File: config.mk
export PLATFORM = sky130hd
export DESIGN_NAME = case_convert_stream
export DESIGN_NICKNAME = d
export VERILOG_FILES = /design/src/rtl/case_pkg.sv /design/src/rtl/case_lane.sv /design/src/rtl/case_convert_stream.sv
export SDC_FILE = /design/constraint.sdc
export NUM_CORES = 1
export LEC_CHECK = 0
export ABC_AREA = 0
export BUFFER_PORTS_ARGS = -buffer_cell sky130_fd_sc_hd__buf_2
export CORE_MARGIN = 3
export CORE_UTILIZATION = 60
export DETAILED_ROUTE_END_ITERATION = 16
export GPL_TIMING_DRIVEN = 0
export PLACE_DENSITY = 0.88
export SLEW_MARGIN = 5
export SYNTH_ARGS = -nofsm -noshare
export SYNTH_HDL_FRONTEND = slang
export SYNTH_SLANG_ARGS = --single-unit
File: constraint.sdc
create_clock -name clk -period 8.5 [get_ports clk]
set_clock_uncertainty 0.1 [all_clocks]
set_input_delay 0.425 -clock clk [delete_from_list [all_inputs] [get_ports clk]]
set_output_delay 0.425 -clock clk [all_outputs]
set_load 0.05 [all_outputs]
File: src/rtl/case_pkg.sv
// Shared types and constants for the streaming ASCII case converter.
// Provides the per-frame mode encoding, the frame FSM state encoding,
// the ASCII letter range bounds and small range-test helpers.
package case_pkg;

    typedef enum logic [1:0] {
        CASE_PASS   = 2'b00,
        CASE_UPPER  = 2'b01,
        CASE_LOWER  = 2'b10,
        CASE_TOGGLE = 2'b11
    } mode_t;

    typedef enum logic [0:0] {
        ST_IDLE  = 1'b0,
        ST_FRAME = 1'b1
    } state_t;

    localparam logic [7:0] ASCII_LA = 8'h61;
    localparam logic [7:0] ASCII_LZ = 8'h7A;
    localparam logic [7:0] ASCII_UA = 8'h41;
    localparam logic [7:0] ASCII_UZ = 8'h5A;
    localparam int         CASE_BIT = 5;

    // True for 'a'..'z'
    function automatic logic is_lower(input logic [7:0] b);
        return (b >= ASCII_LA) && (b <= ASCII_LZ);
    endfunction

    // True for 'A'..'Z'
    function automatic logic is_upper(input logic [7:0] b);
        return (b >= ASCII_UA) && (b <= ASCII_UZ);
    endfunction

endpackage

File: src/rtl/case_lane.sv
// Combinational single-byte case converter. Only bit 5 of an ASCII letter
// is ever touched; every other byte (including >= 0x80) passes unchanged.
// A lane whose keep bit is low outputs 0x00 and never reports a change.
module case_lane
    import case_pkg::*;
(
    input  logic [7:0] byte_i,
    input  mode_t      mode_i,
    input  logic       keep_i,
    output logic [7:0] byte_o,
    output logic       changed_o
);

    logic [7:0] conv_s;

    // Apply the selected mode to the byte, touching only the case bit
    always_comb begin
        conv_s = byte_i;
        case (mode_i)
            CASE_UPPER: begin
                if (is_lower(byte_i)) conv_s[CASE_BIT] = 1'b0;
                else                  conv_s = byte_i;
            end
            CASE_LOWER: begin
                if (is_upper(byte_i)) conv_s[CASE_BIT] = 1'b1;
                else                  conv_s = byte_i;
            end
            CASE_TOGGLE: begin
                if (is_lower(byte_i) || is_upper(byte_i)) conv_s[CASE_BIT] = ~byte_i[CASE_BIT];
                else                                       conv_s = byte_i;
            end
            default: conv_s = byte_i;
        endcase
    end

    assign byte_o    = keep_i ? conv_s : 8'h00;
    assign changed_o = keep_i & (conv_s != byte_i);

endmodule

File: src/rtl/case_convert_stream.sv
// Streaming multi-lane ASCII case converter with a circular output FIFO.
// Mode is taken from the port on the first beat of a frame and held for the
// rest of it; single-beat frames use the port mode directly.
// Optional feature macro: CASE_CONVERT_STATS_EN adds saturating counters
// stat_conv (changed bytes) and stat_frames (accepted last beats).
module case_convert_stream
    import case_pkg::*;
#(
    parameter int LANES     = 4,
    parameter int BUF_DEPTH = 4
) (
    input  logic                 clk,
    input  logic                 rst,
    input  logic [1:0]           mode,
    input  logic                 in_valid,
    output logic                 in_ready,
    input  logic [LANES*8-1:0]   in_data,
    input  logic [LANES-1:0]     in_keep,
    input  logic                 in_last,
    output logic                 out_valid,
    input  logic                 out_ready,
    output logic [LANES*8-1:0]   out_data,
    output logic [LANES-1:0]     out_keep,
    output logic                 out_last
`ifdef CASE_CONVERT_STATS_EN
    ,
    output logic [31:0]          stat_conv,
    output logic [15:0]          stat_frames
`endif
);

    localparam int AW = (BUF_DEPTH > 1) ? $clog2(BUF_DEPTH) : 1;
    localparam int CW = AW + 1;
    localparam logic [CW-1:0] DEPTH_C = CW'(BUF_DEPTH);

    state_t               state_q, state_d;
    mode_t                mode_q, mode_d;
    mode_t                eff_mode_s;
    logic [AW-1:0]        wr_ptr_q, rd_ptr_q;
    logic [CW-1:0]        count_q, count_d;
    logic                 push_s, pop_s;
    logic [LANES*8-1:0]   conv_data_s;
    logic [LANES-1:0]     changed_s;
    logic [LANES*8-1:0]   data_mem_q [BUF_DEPTH];
    logic [LANES-1:0]     keep_mem_q [BUF_DEPTH];
    logic                 last_mem_q [BUF_DEPTH];

    assign in_ready  = (count_q < DEPTH_C);
    assign out_valid = (count_q != {CW{1'b0}});
    assign push_s    = in_valid & in_ready;
    assign pop_s     = out_valid & out_ready;
    assign out_data  = data_mem_q[rd_ptr_q];
    assign out_keep  = keep_mem_q[rd_ptr_q];
    assign out_last  = last_mem_q[rd_ptr_q];

    // Mid-frame beats use the latched mode; a beat arriving in IDLE uses the port
    assign eff_mode_s = (state_q == ST_IDLE) ? mode_t'(mode) : mode_q;

    genvar g;
    for (g = 0; g < LANES; g++) begin : g_lane
        case_lane u_lane (
            .byte_i    (in_data[8*g +: 8]),
            .mode_i    (eff_mode_s),
            .keep_i    (in_keep[g]),
            .byte_o    (conv_data_s[8*g +: 8]),
            .changed_o (changed_s[g])
        );
    end

    // Frame FSM next state and mode latch on each accepted beat
    always_comb begin
        state_d = state_q;
        mode_d  = mode_q;
        if (push_s) begin
            case (state_q)
                ST_IDLE: begin
                    if (!in_last) begin
                        state_d = ST_FRAME;
                        mode_d  = mode_t'(mode);
                    end else begin
                        state_d = ST_IDLE;
                    end
                end
                ST_FRAME: begin
                    if (in_last) state_d = ST_IDLE;
                    else         state_d = ST_FRAME;
                end
                default: state_d = ST_IDLE;
            endcase
        end else begin
            state_d = state_q;
        end
    end

    // FIFO occupancy: simultaneous push and pop leave the count unchanged
    always_comb begin
        count_d = count_q;
        case ({push_s, pop_s})
            2'b10:   count_d = count_q + {{(CW-1){1'b0}}, 1'b1};
            2'b01:   count_d = count_q - {{(CW-1){1'b0}}, 1'b1};
            default: count_d = count_q;
        endcase
    end

    // Control registers: FSM, latched mode, pointers and count
    always_ff @(posedge clk or posedge rst) begin
        if (rst) begin
            state_q  <= ST_IDLE;
            mode_q   <= CASE_PASS;
            wr_ptr_q <= {AW{1'b0}};
            rd_ptr_q <= {AW{1'b0}};
            count_q  <= {CW{1'b0}};
        end else begin
            state_q  <= state_d;
            mode_q   <= mode_d;
            count_q  <= count_d;
            if (push_s) wr_ptr_q <= wr_ptr_q + {{(AW-1){1'b0}}, 1'b1};
            if (pop_s)  rd_ptr_q <= rd_ptr_q + {{(AW-1){1'b0}}, 1'b1};
        end
    end

    // FIFO storage: converted beat is written at accept; cleared on reset
    always_ff @(posedge clk or posedge rst) begin
        if (rst) begin
            for (int i = 0; i < BUF_DEPTH; i++) begin
                data_mem_q[i] <= {(LANES*8){1'b0}};
                keep_mem_q[i] <= {LANES{1'b0}};
                last_mem_q[i] <= 1'b0;
            end
        end else if (push_s) begin
            data_mem_q[wr_ptr_q] <= conv_data_s;
            keep_mem_q[wr_ptr_q] <= in_keep;
            last_mem_q[wr_ptr_q] <= in_last;
        end
    end

`ifdef CASE_CONVERT_STATS_EN
    logic [4:0]  conv_inc_s;
    logic [32:0] conv_sum_s;
    logic [31:0] stat_conv_q;
    logic [15:0] stat_frames_q;

    // Number of lanes in the accepted beat whose byte changed
    always_comb begin
        conv_inc_s = 5'd0;
        for (int i = 0; i < LANES; i++) begin
            conv_inc_s = conv_inc_s + {4'd0, changed_s[i]};
        end
        conv_sum_s = {1'b0, stat_conv_q} + {28'd0, conv_inc_s};
    end

    // Saturating statistics counters, updated at input accept
    always_ff @(posedge clk or posedge rst) begin
        if (rst) begin
            stat_conv_q   <= 32'd0;
            stat_frames_q <= 16'd0;
        end else if (push_s) begin
            stat_conv_q <= conv_sum_s[32] ? 32'hFFFF_FFFF : conv_sum_s[31:0];
            if (in_last && (stat_frames_q != 16'hFFFF)) stat_frames_q <= stat_frames_q + 16'd1;
        end
    end

    assign stat_conv   = stat_conv_q;
    assign stat_frames = stat_frames_q;
`endif

endmodule

==> results of run 1 <==
-- cell usage after synthesis (all sizes together) --
| master | instances | area (um^2) |
|---|---|---|
| mux4 | 37 | 833 |
| and3b | 1 | 8.76 |
| and2 | 1 | 6.26 |
| a21o | 2 | 15.0 |
| nor2b | 2 | 12.5 |
| or3 | 2 | 12.5 |
| or2 | 1 | 6.26 |
| o21ai | 121 | 606 |
| nand2 | 181 | 679 |
| dfrtp | 158 | 3950 |
| a21oi | 11 | 55.1 |
| xor2 | 2 | 17.5 |
| o22a | 1 | 8.76 |
| o2111a | 2 | 22.5 |
| nand3 | 5 | 25.0 |
| nor4 | 1 | 6.26 |
| o221ai | 1 | 15.0 |
| ha | 5 | 62.6 |
| clkbuf | 31 | 116 |
| or4 | 1 | 7.51 |
| buf | 11 | 48.8 |
| mux2i | 2 | 20.0 |
| inv | 13 | 48.8 |
| mux2 | 11 | 124 |
| nor2 | 4 | 15.0 |
| a31oi | 2 | 12.5 |
| o41ai | 8 | 70.1 |
| xnor2 | 4 | 35.0 |
| nor3 | 3 | 15.0 |
| and3 | 1 | 11.3 |
| fa | 1 | 20.0 |
| a2111oi | 1 | 15.0 |
| nand2b | 4 | 25.0 |
| nor3b | 1 | 7.51 |
| o2111ai | 1 | 8.76 |
| o31ai | 8 | 60.1 |
-- cell families (layout without fill, tap and decap cells) --
family / Yosys count / after routing
compound gates: 158 / 158
xor+xnor: 6 / 6
fa+ha+maj: 6 / 6
buf+inv: 55 / 167
flops: 158 / 158
mux: 50 / 50
simple gates: 208 / 208
-- layout by cell type (no fill, tap or decap), drive strengths merged, types with 3 or more instances in the layout --
master | synthesis | layout
inv | 13 | 13
bufinv | 0 | 3
nand2b | 4 | 4
nand2 | 181 | 181
o41ai | 8 | 8
nand3 | 5 | 5
ha | 5 | 5
mux2 | 11 | 11
nor3 | 3 | 3
clkbuf | 31 | 56
o21ai | 121 | 121
a21oi | 11 | 11
nor2 | 4 | 4
clkinv | 0 | 3
mux4 | 37 | 37
dfrtp | 158 | 158
buf | 11 | 91
xnor2 | 4 | 4
o31ai | 8 | 8
-- through the flow --
step	setup slack, ns	instances	util	area (um^2)	total power, mW
final	5.54	893	0.740	8230	3.58
after global routing	5.41	893	0.740	8230	3.76
after CTS	5.55	893	0.740	8230	3.57
after detailed placement	5.99	861	0.684	7610	2.78
after global placement	2.46	860	0.681	7580	2.70
after floorplan	3.71	641	-	7010	2.38
-- registers in the layout (all words and copies together), names as in the netlist --
signal      flops
wr_ptr_q        2
last_mem_q      4
data_mem_q    128
count_q         3
state_q         1
rd_ptr_q        2
mode_q          2
keep_mem_q     16
-- path summary, 6_finish.rpt --
kind                                            from                    endpoint  slack, ns  cells past startpoint
min in group asynchronous                        rst  data_mem_q[21]$_DFFE_PP0P_       0.49                      3
setup / recovery             rd_ptr_q[1]$_DFFE_PP0P_                out_data[29]       5.54                      4
hold reg to reg            keep_mem_q[6]$_DFFE_PP0P_   keep_mem_q[6]$_DFFE_PP0P_       0.38                      2
hold / removal                               mode[1]       mode_q[1]$_DFFE_PP0P_       0.15                      2
max in group asynchronous                        rst  keep_mem_q[12]$_DFFE_PP0P_       6.92                      4
setup reg to reg                 state_q$_DFFE_PP0P_  data_mem_q[61]$_DFFE_PP0P_       6.31                      4
-- metal layers --
| metal | GRT usage | up-vias | routed length [um] |
|---|---|---|---|
| met2 | 0.497 | 363 | 9240 |
| met4 | 0.131 | 0 | 490 |
| met3 | 0.105 | 51 | 1970 |
| met5 | 0 | - | 0 |
| li1 | - | 2441 | - |
| met1 | 0.371 | 2844 | 6860 |
-- power by group through the flow --
stage                     clock [mW]  sequential [mW]  combinational (mW)
final                          0.786             1.23                1.57
after global routing           0.821             1.26                1.68
after CTS                      0.785             1.22                1.57
after detailed placement           0             1.23                1.55
after global placement             0             1.20                1.50
after floorplan                    0             1.17                1.20
-- worst reg2reg max path, stage by stage (launching register included) --
cell and delay [ns]:
dfrtp_1 0.40, mux2i_1 0.87, a31oi_1 0.09, a21oi_1 0.44
o41ai_1 0.16
-- cell type report --
cell class | count | area [um^2]
Buffer | 42 | 165
Clock buffer | 25 | 505
Clock inverter | 6 | 105
Fill cell | 721 | 2900
Inverter | 13 | 53.8
Multi-Input combinational cell | 428 | 2840
Sequential cell | 158 | 3950
Tap cell | 140 | 175
Timing Repair Buffer | 81 | 433
-- timing repair --
item,CTS,global route
endpoints found under the setup margin,0,0
hold buffers,1,0
gates resized for setup,0,0
hold endpoints to repair,53,0
buffers inserted,0,0
==> impl_metrics.py, run 1 <==
metrics = {
    "setup_path": {
        "critPathSlowestCell": "buf_1",
        "cp_common_cell": "buf_2",
        "worst_setup_path_end_kind": "primary output",
        "crit_required_ns": 7.98,
        "path_class": "reg2out",
        "crit_fanout": 10,
        "critPathBufInv": 3,
        "critPathTopFamily": "buffers and inverters",
        "crit_chain": "buf_2 -> buf_1 -> mux4_2 -> buf_2",
        "start_kind": "register",
        "crit_path_max_incr_delay_ns": 0.64,
        "worst_ep_arrival_time_ns": 2.44,
    },
    "yosys": {
        "synth_warnings": 0,
        "synth_top_family_by_area": "multiplexers",
        "yosysUniqueCellTypes": 39,
        "netlist_instances": 641,
        "synthXorXnorAreaFrac": 0.00750,
        "synth_compound_area_frac": 0.127,
        "ys_seq_area_frac": 0.564,
        "synth-seq-cells": 158,
        "synth_fp_nets": 690,
        "syn_area_um2": 7010,
        "synth-simple-area-share": 0.120,
        "synthAdderAreaFrac": 0.0118,
        "syn_avg_cell_area_um2": 10.9,
        "muxShareOfSynthArea": 0.139,
    },
    "floorplan": {
        "start_util": 0.630,
        "coreArea_um2": 11100,
        "dieArea_um2": 13000,
        "die_y_um": 114,
        "rows": 38,
        "io_pins": 82,
        "die_w_um": 114,
    },
    "routing": {
        "dr.pass1.iters": 5,
        "avgViaCountPerCell": 6.38,
        "drt-wirelength-per-cell_um": 20.8,
        "ant_nets": 0,
        "wl_mm": 18.6,
        "drcViolationCount": 0,
        "drtIter0Drc": 633,
        "dr_total_vias": 5699,
    },
    "power": {
        "vdd_drop_max_mv": 0.369,
        "clock_power_share": 0.219,
        "combPwrFrac": 0.437,
        "power_switching_mw": 1.52,
        "pwr-share-seq": 0.344,
        "pwr_density_cell_nw_per_um2": 435,
        "p_sw_frac": 0.424,
        "intPower_mw": 2.06,
        "leakage_nw": 3.86,
    },
    "global_route": {
        "antenna_found_initial": 0,
        "grt_pass1_vias": 5983,
        "grt_first_pass_wirelength_mm": 30.0,
        "grt.total_usage": 0.304,
        "grt_overflow": 0,
        "grt_max_degree": 106,
    },
    "clocking": {
        "htree_levels": 4,
        "cts_root_buf": "clkbuf_16",
        "cts_buffer_depth": 2,
        "clock-sinks": 158,
        "numCtsBuffers": 17,
        "clk_latency_ns": 0.42,
        "clk_pin_slew_ns": 0.06,
        "cts_tree": "done",
    },
    "run_status": {
        "outcome": "finished, final reports clean",
    },
    "worst_hold_path": {
        "hold_path.class": "in2reg",
    },
    "flow_run": {
        "maxCapViolCount": 0,
    },
    "place": {
        "dp_hpwl_mm": 12.2,
        "routabilityCongestion": 0.847,
        "io_buffers": 79,
    },
    "timing": {
        "worst_slew_pin_slew_ns": 1.03,
        "clock.fmax_mhz": 337,
        "min_period_ns": 2.96,
        "fin_crit_sh": 0.349,
        "whs_ns": 0.148,
        "finalMaxSlewViolations": 0,
        "rsz0062_at_grt": "false",
        "hold_viol": 0,
        "setup_violations": 0,
        "finalSetupTns_ns": 0,
        "slew_headroom": 0.293,
    },
    "cells_and_area": {
        "drive_above_1_share": 0.220,
        "antenna_cells": 0,
        "fin_nets": 790,
        "syn_to_final_growth_pct": 17.5,
    },
}
No activity file was read; power rests on OpenSTA's default activity.
==> inputs of run 2 (changes only) <==
--- a/config.mk
+++ b/config.mk
@@ -5,13 +5,13 @@
 export SDC_FILE = /design/constraint.sdc
 export NUM_CORES = 1
 export LEC_CHECK = 0
-export ABC_AREA = 0
+export ABC_AREA = 1
 export BUFFER_PORTS_ARGS = -buffer_cell sky130_fd_sc_hd__buf_2
 export CORE_MARGIN = 3
-export CORE_UTILIZATION = 60
+export CORE_UTILIZATION = 53
 export DETAILED_ROUTE_END_ITERATION = 16
 export GPL_TIMING_DRIVEN = 0
-export PLACE_DENSITY = 0.88
+export PLACE_DENSITY = 0.82
 export SLEW_MARGIN = 5
 export SYNTH_ARGS = -nofsm -noshare
 export SYNTH_HDL_FRONTEND = slang
==> constraint.sdc (replaced) <==
create_clock -name clk -period 2.47 [get_ports clk]
set_clock_uncertainty 0.1 [all_clocks]
set_input_delay 0.1235 -clock clk [delete_from_list [all_inputs] [get_ports clk]]
set_output_delay 0.1235 -clock clk [all_outputs]
set_load 0.05 [all_outputs]
==> impl_metrics.py, run 2 <==
metrics = {
    "yosys": {
        "ys.flop_type": "dfrtp_1",
        "netlist_instances": 877,
        "yosysUniqueCellTypes": 32,
        "synth_top_area_share": 0.544,
        "synth_compound_area_frac": 0.203,
        "synth-simple-area-share": 0.181,
        "synthTopCellsByArea": "dfrtp_1 54%, o21ai_0 15%, nand2_1 11%",
        "yosysTopAreaCell": "dfrtp_1",
        "ys_seq_area_frac": 0.544,
        "synth_warnings": 0,
        "syn_area_um2": 7270,
        "synth_top_family_by_area": "compound AO/OA/AOI/OAI gates",
        "synth-edff-count": 0,
        "synth-async-reset-ratio": 1.00,
        "synth_common_cells": "217 x o21ai_0, 211 x nand2_1, 158 x dfrtp_1, 92 x nor2_1, 38 x inv_1",
        "muxShareOfSynthArea": 0,
        "synth_fp_nets": 926,
        "synthXorXnorAreaFrac": 0.00482,
        "synthMostInstantiatedCell": "o21ai_0",
        "synth-seq-cells": 158,
        "synthAdderAreaFrac": 0.0114,
        "syn_avg_cell_area_um2": 8.28,
    },
    "setup_path": {
        "crit_chain": "buf_4 -> clkbuf_1 -> nor2_1 -> o22ai_1 -> buf_2",
        "critPathTopFamily": "buffers and inverters",
        "critPathBufInv": 3,
        "worst_ep_arrival_time_ns": 2.23,
        "worst_setup_path_end_kind": "primary output",
        "crit_required_ns": 2.25,
        "start_kind": "register",
        "crit_fanout": 10,
        "regToRegSetupSlack_ns": 0.50,
        "crit_path_max_incr_delay_ns": 0.52,
        "critPathSlowestCell": "clkbuf_1",
        "path_class": "reg2out",
    },
    "place": {
        "dp.cells": 1135,
        "io_buffers": 78,
        "routabilityCongestion": 0.856,
        "place_area_um2": 7960,
        "place_ws_ns": 0.466,
        "dp_hpwl_mm": 13.5,
    },
    "timing": {
        "setup_violations": 0,
        "worst_slack_ns": 0.0198,
        "worst_slew_pin_slew_ns": 0.686,
        "finalMaxSlewViolations": 0,
        "clock.fmax_mhz": 408,
        "hold_viol": 0,
        "slew_headroom": 0.539,
        "fin_crit_sh": 0.992,
        "finalSetupTns_ns": 0,
        "min_period_ns": 2.45,
    },
    "power": {
        "leakage_nw": 4.30,
        "power.total_mw": 13.8,
        "vdd_drop_max_mv": 0.954,
        "pwr_density_cell_nw_per_um2": 1550,
    },
    "floorplan": {
        "die_y_um": 123,
        "io_pins": 82,
        "start_util": 0.544,
        "die_w_um": 123,
        "dieArea_um2": 15100,
        "rows": 42,
        "coreArea_um2": 13300,
    },
    "cells_and_area": {
        "top_register": "data_mem_q",
        "multi_input_area_um2": 2910,
        "final_cell_mix": "217 x o21ai_0, 211 x nand2_1, 158 x dfrtp_1",
        "fin_area_um2": 8920,
        "fin_nets": 1060,
        "stdcell_count": 1200,
        "largest_reg_flops": 128,
        "top_regs": "data_mem_q (128), keep_mem_q (16), last_mem_q (4)",
        "regArea_um2": 3950,
        "drive_above_1_share": 0.155,
        "nFillCells": 1109,
        "layout_commonest_cell": "o21ai_0",
        "syn_to_final_growth_pct": 22.8,
        "antenna_cells": 0,
    },
    "clocking": {
        "cts_buffer_depth": 2,
        "clock-sinks": 158,
        "numCtsBuffers": 17,
        "htree_levels": 4,
        "clk_latency_ns": 0.43,
        "cts_root_buf": "clkbuf_16",
        "cts_tree": "done",
        "post_cts_buffers": 0,
        "clk_pin_slew_ns": 0.06,
    },
    "global_route": {
        "antenna_found_initial": 0,
        "grt_pass1_vias": 6580,
        "grt_overflow": 0,
        "grt_first_pass_wirelength_mm": 33.3,
        "grt.total_usage": 0.286,
        "grt_max_degree": 42,
    },
    "routing": {
        "wl_mm": 20.9,
        "avgViaCountPerCell": 5.74,
        "dr.pass1.iters": 5,
        "drcViolationCount": 0,
        "ant_nets": 0,
        "drtIter0Drc": 797,
        "dr_total_vias": 6891,
        "drt-wirelength-per-cell_um": 17.4,
    },
    "flow_run": {
        "maxCapViolCount": 0,
    },
    "run_status": {
        "outcome": "finished, final reports clean",
    },
    "worst_hold_path": {
        "hold_path.class": "in2reg",
    },
}
-- run 2: repair_timing --
item                                    CTS  global route
hold buffers                             33             0
cloned                                    0             0
resized for setup                         1            17
endpoints found under the hold margin   144             0
endpoints found under the setup margin    1            15
-- run 2: layout make-up --
cell class	count	share of cell area
clock buffers	19	0.0496
well taps	176	0.0247
inverters	41	0.0179
flip-flops and latches	158	0.443
clock inverters	13	0.0191
multi-input cells	623	0.326
plain buffers	55	0.0292
repair buffers	115	0.0906
-- run 2: power by group --
group | internal [mW] | switching (mW) | leakage [nW] | total (mW)
combinational | 1.82 | 4.92 | 1.95 | 6.73
clock | 1.70 | 1.04 | 0.302 | 2.74
sequential | 3.73 | 0.604 | 2.05 | 4.34
-- run 2: cell families (layout without fill, tap and decap cells) --
| group | after synthesis | count (layout) |
|---|---|---|
| xor gates and xnor gates | 4 | 4 |
| adders and majority gates | 6 | 6 |
| DFF | 158 | 158 |
| buffers and inverters | 96 | 243 |
| and+or+nand+nor | 334 | 334 |
| AOI/OAI and AO/OA | 279 | 279 |
-- run 2: metrics by stage --
| stage | utilization | hold WS (ns) |
|---|---|---|
| 2_1_floorplan | - | 0.134 |
| 3_3_place_gp | 0.590 | 0.235 |
| 3_5_place_dp | 0.596 | 0.0822 |
| 4_1_cts | 0.667 | 0.00376 |
| 5_1_grt | 0.668 | 0.0371 |
| 6_report | 0.668 | 0.00797 |
-- run 2: worst register-to-register path, stage by stage, from the launching register on --
cell and delay, ns:
dfrtp_1 0.42, o21ai_1 0.58, inv_1 0.27, nand3_2 0.20
nand2_1 0.09, nand2_2 0.10, nand3_1 0.09, nand2_1 0.06
-- run 2: final timing paths --
| path | depth (start not counted) | endpoint | from |
|---|---|---|---|
| setup reg to reg | 7 | data_mem_q[53]$_DFFE_PP0P_ | state_q$_DFFE_PP0P_ |
| setup / recovery | 5 | out_keep[2] | rd_ptr_q[0]$_DFFE_PP0P_ |
| hold reg to reg | 2 | data_mem_q[93]$_DFFE_PP0P_ | data_mem_q[93]$_DFFE_PP0P_ |
| hold / removal | 3 | data_mem_q[7]$_DFFE_PP0P_ | in_data[7] |
| max in group asynchronous | 5 | data_mem_q[19]$_DFFE_PP0P_ | rst |
| min in group asynchronous | 3 | data_mem_q[0]$_DFFE_PP0P_ | rst |
-- run 2: routing by layer --
layer	vias up	wire length (um)	share of wire	GRT usage
met1	3342	8840	0.42	0.392
met3	29	1590	0.076	0.0586
li1	3187	-	-	-
met5	-	0	0	0
met4	0	332	0.016	0.0941
met2	333	10200	0.49	0.462
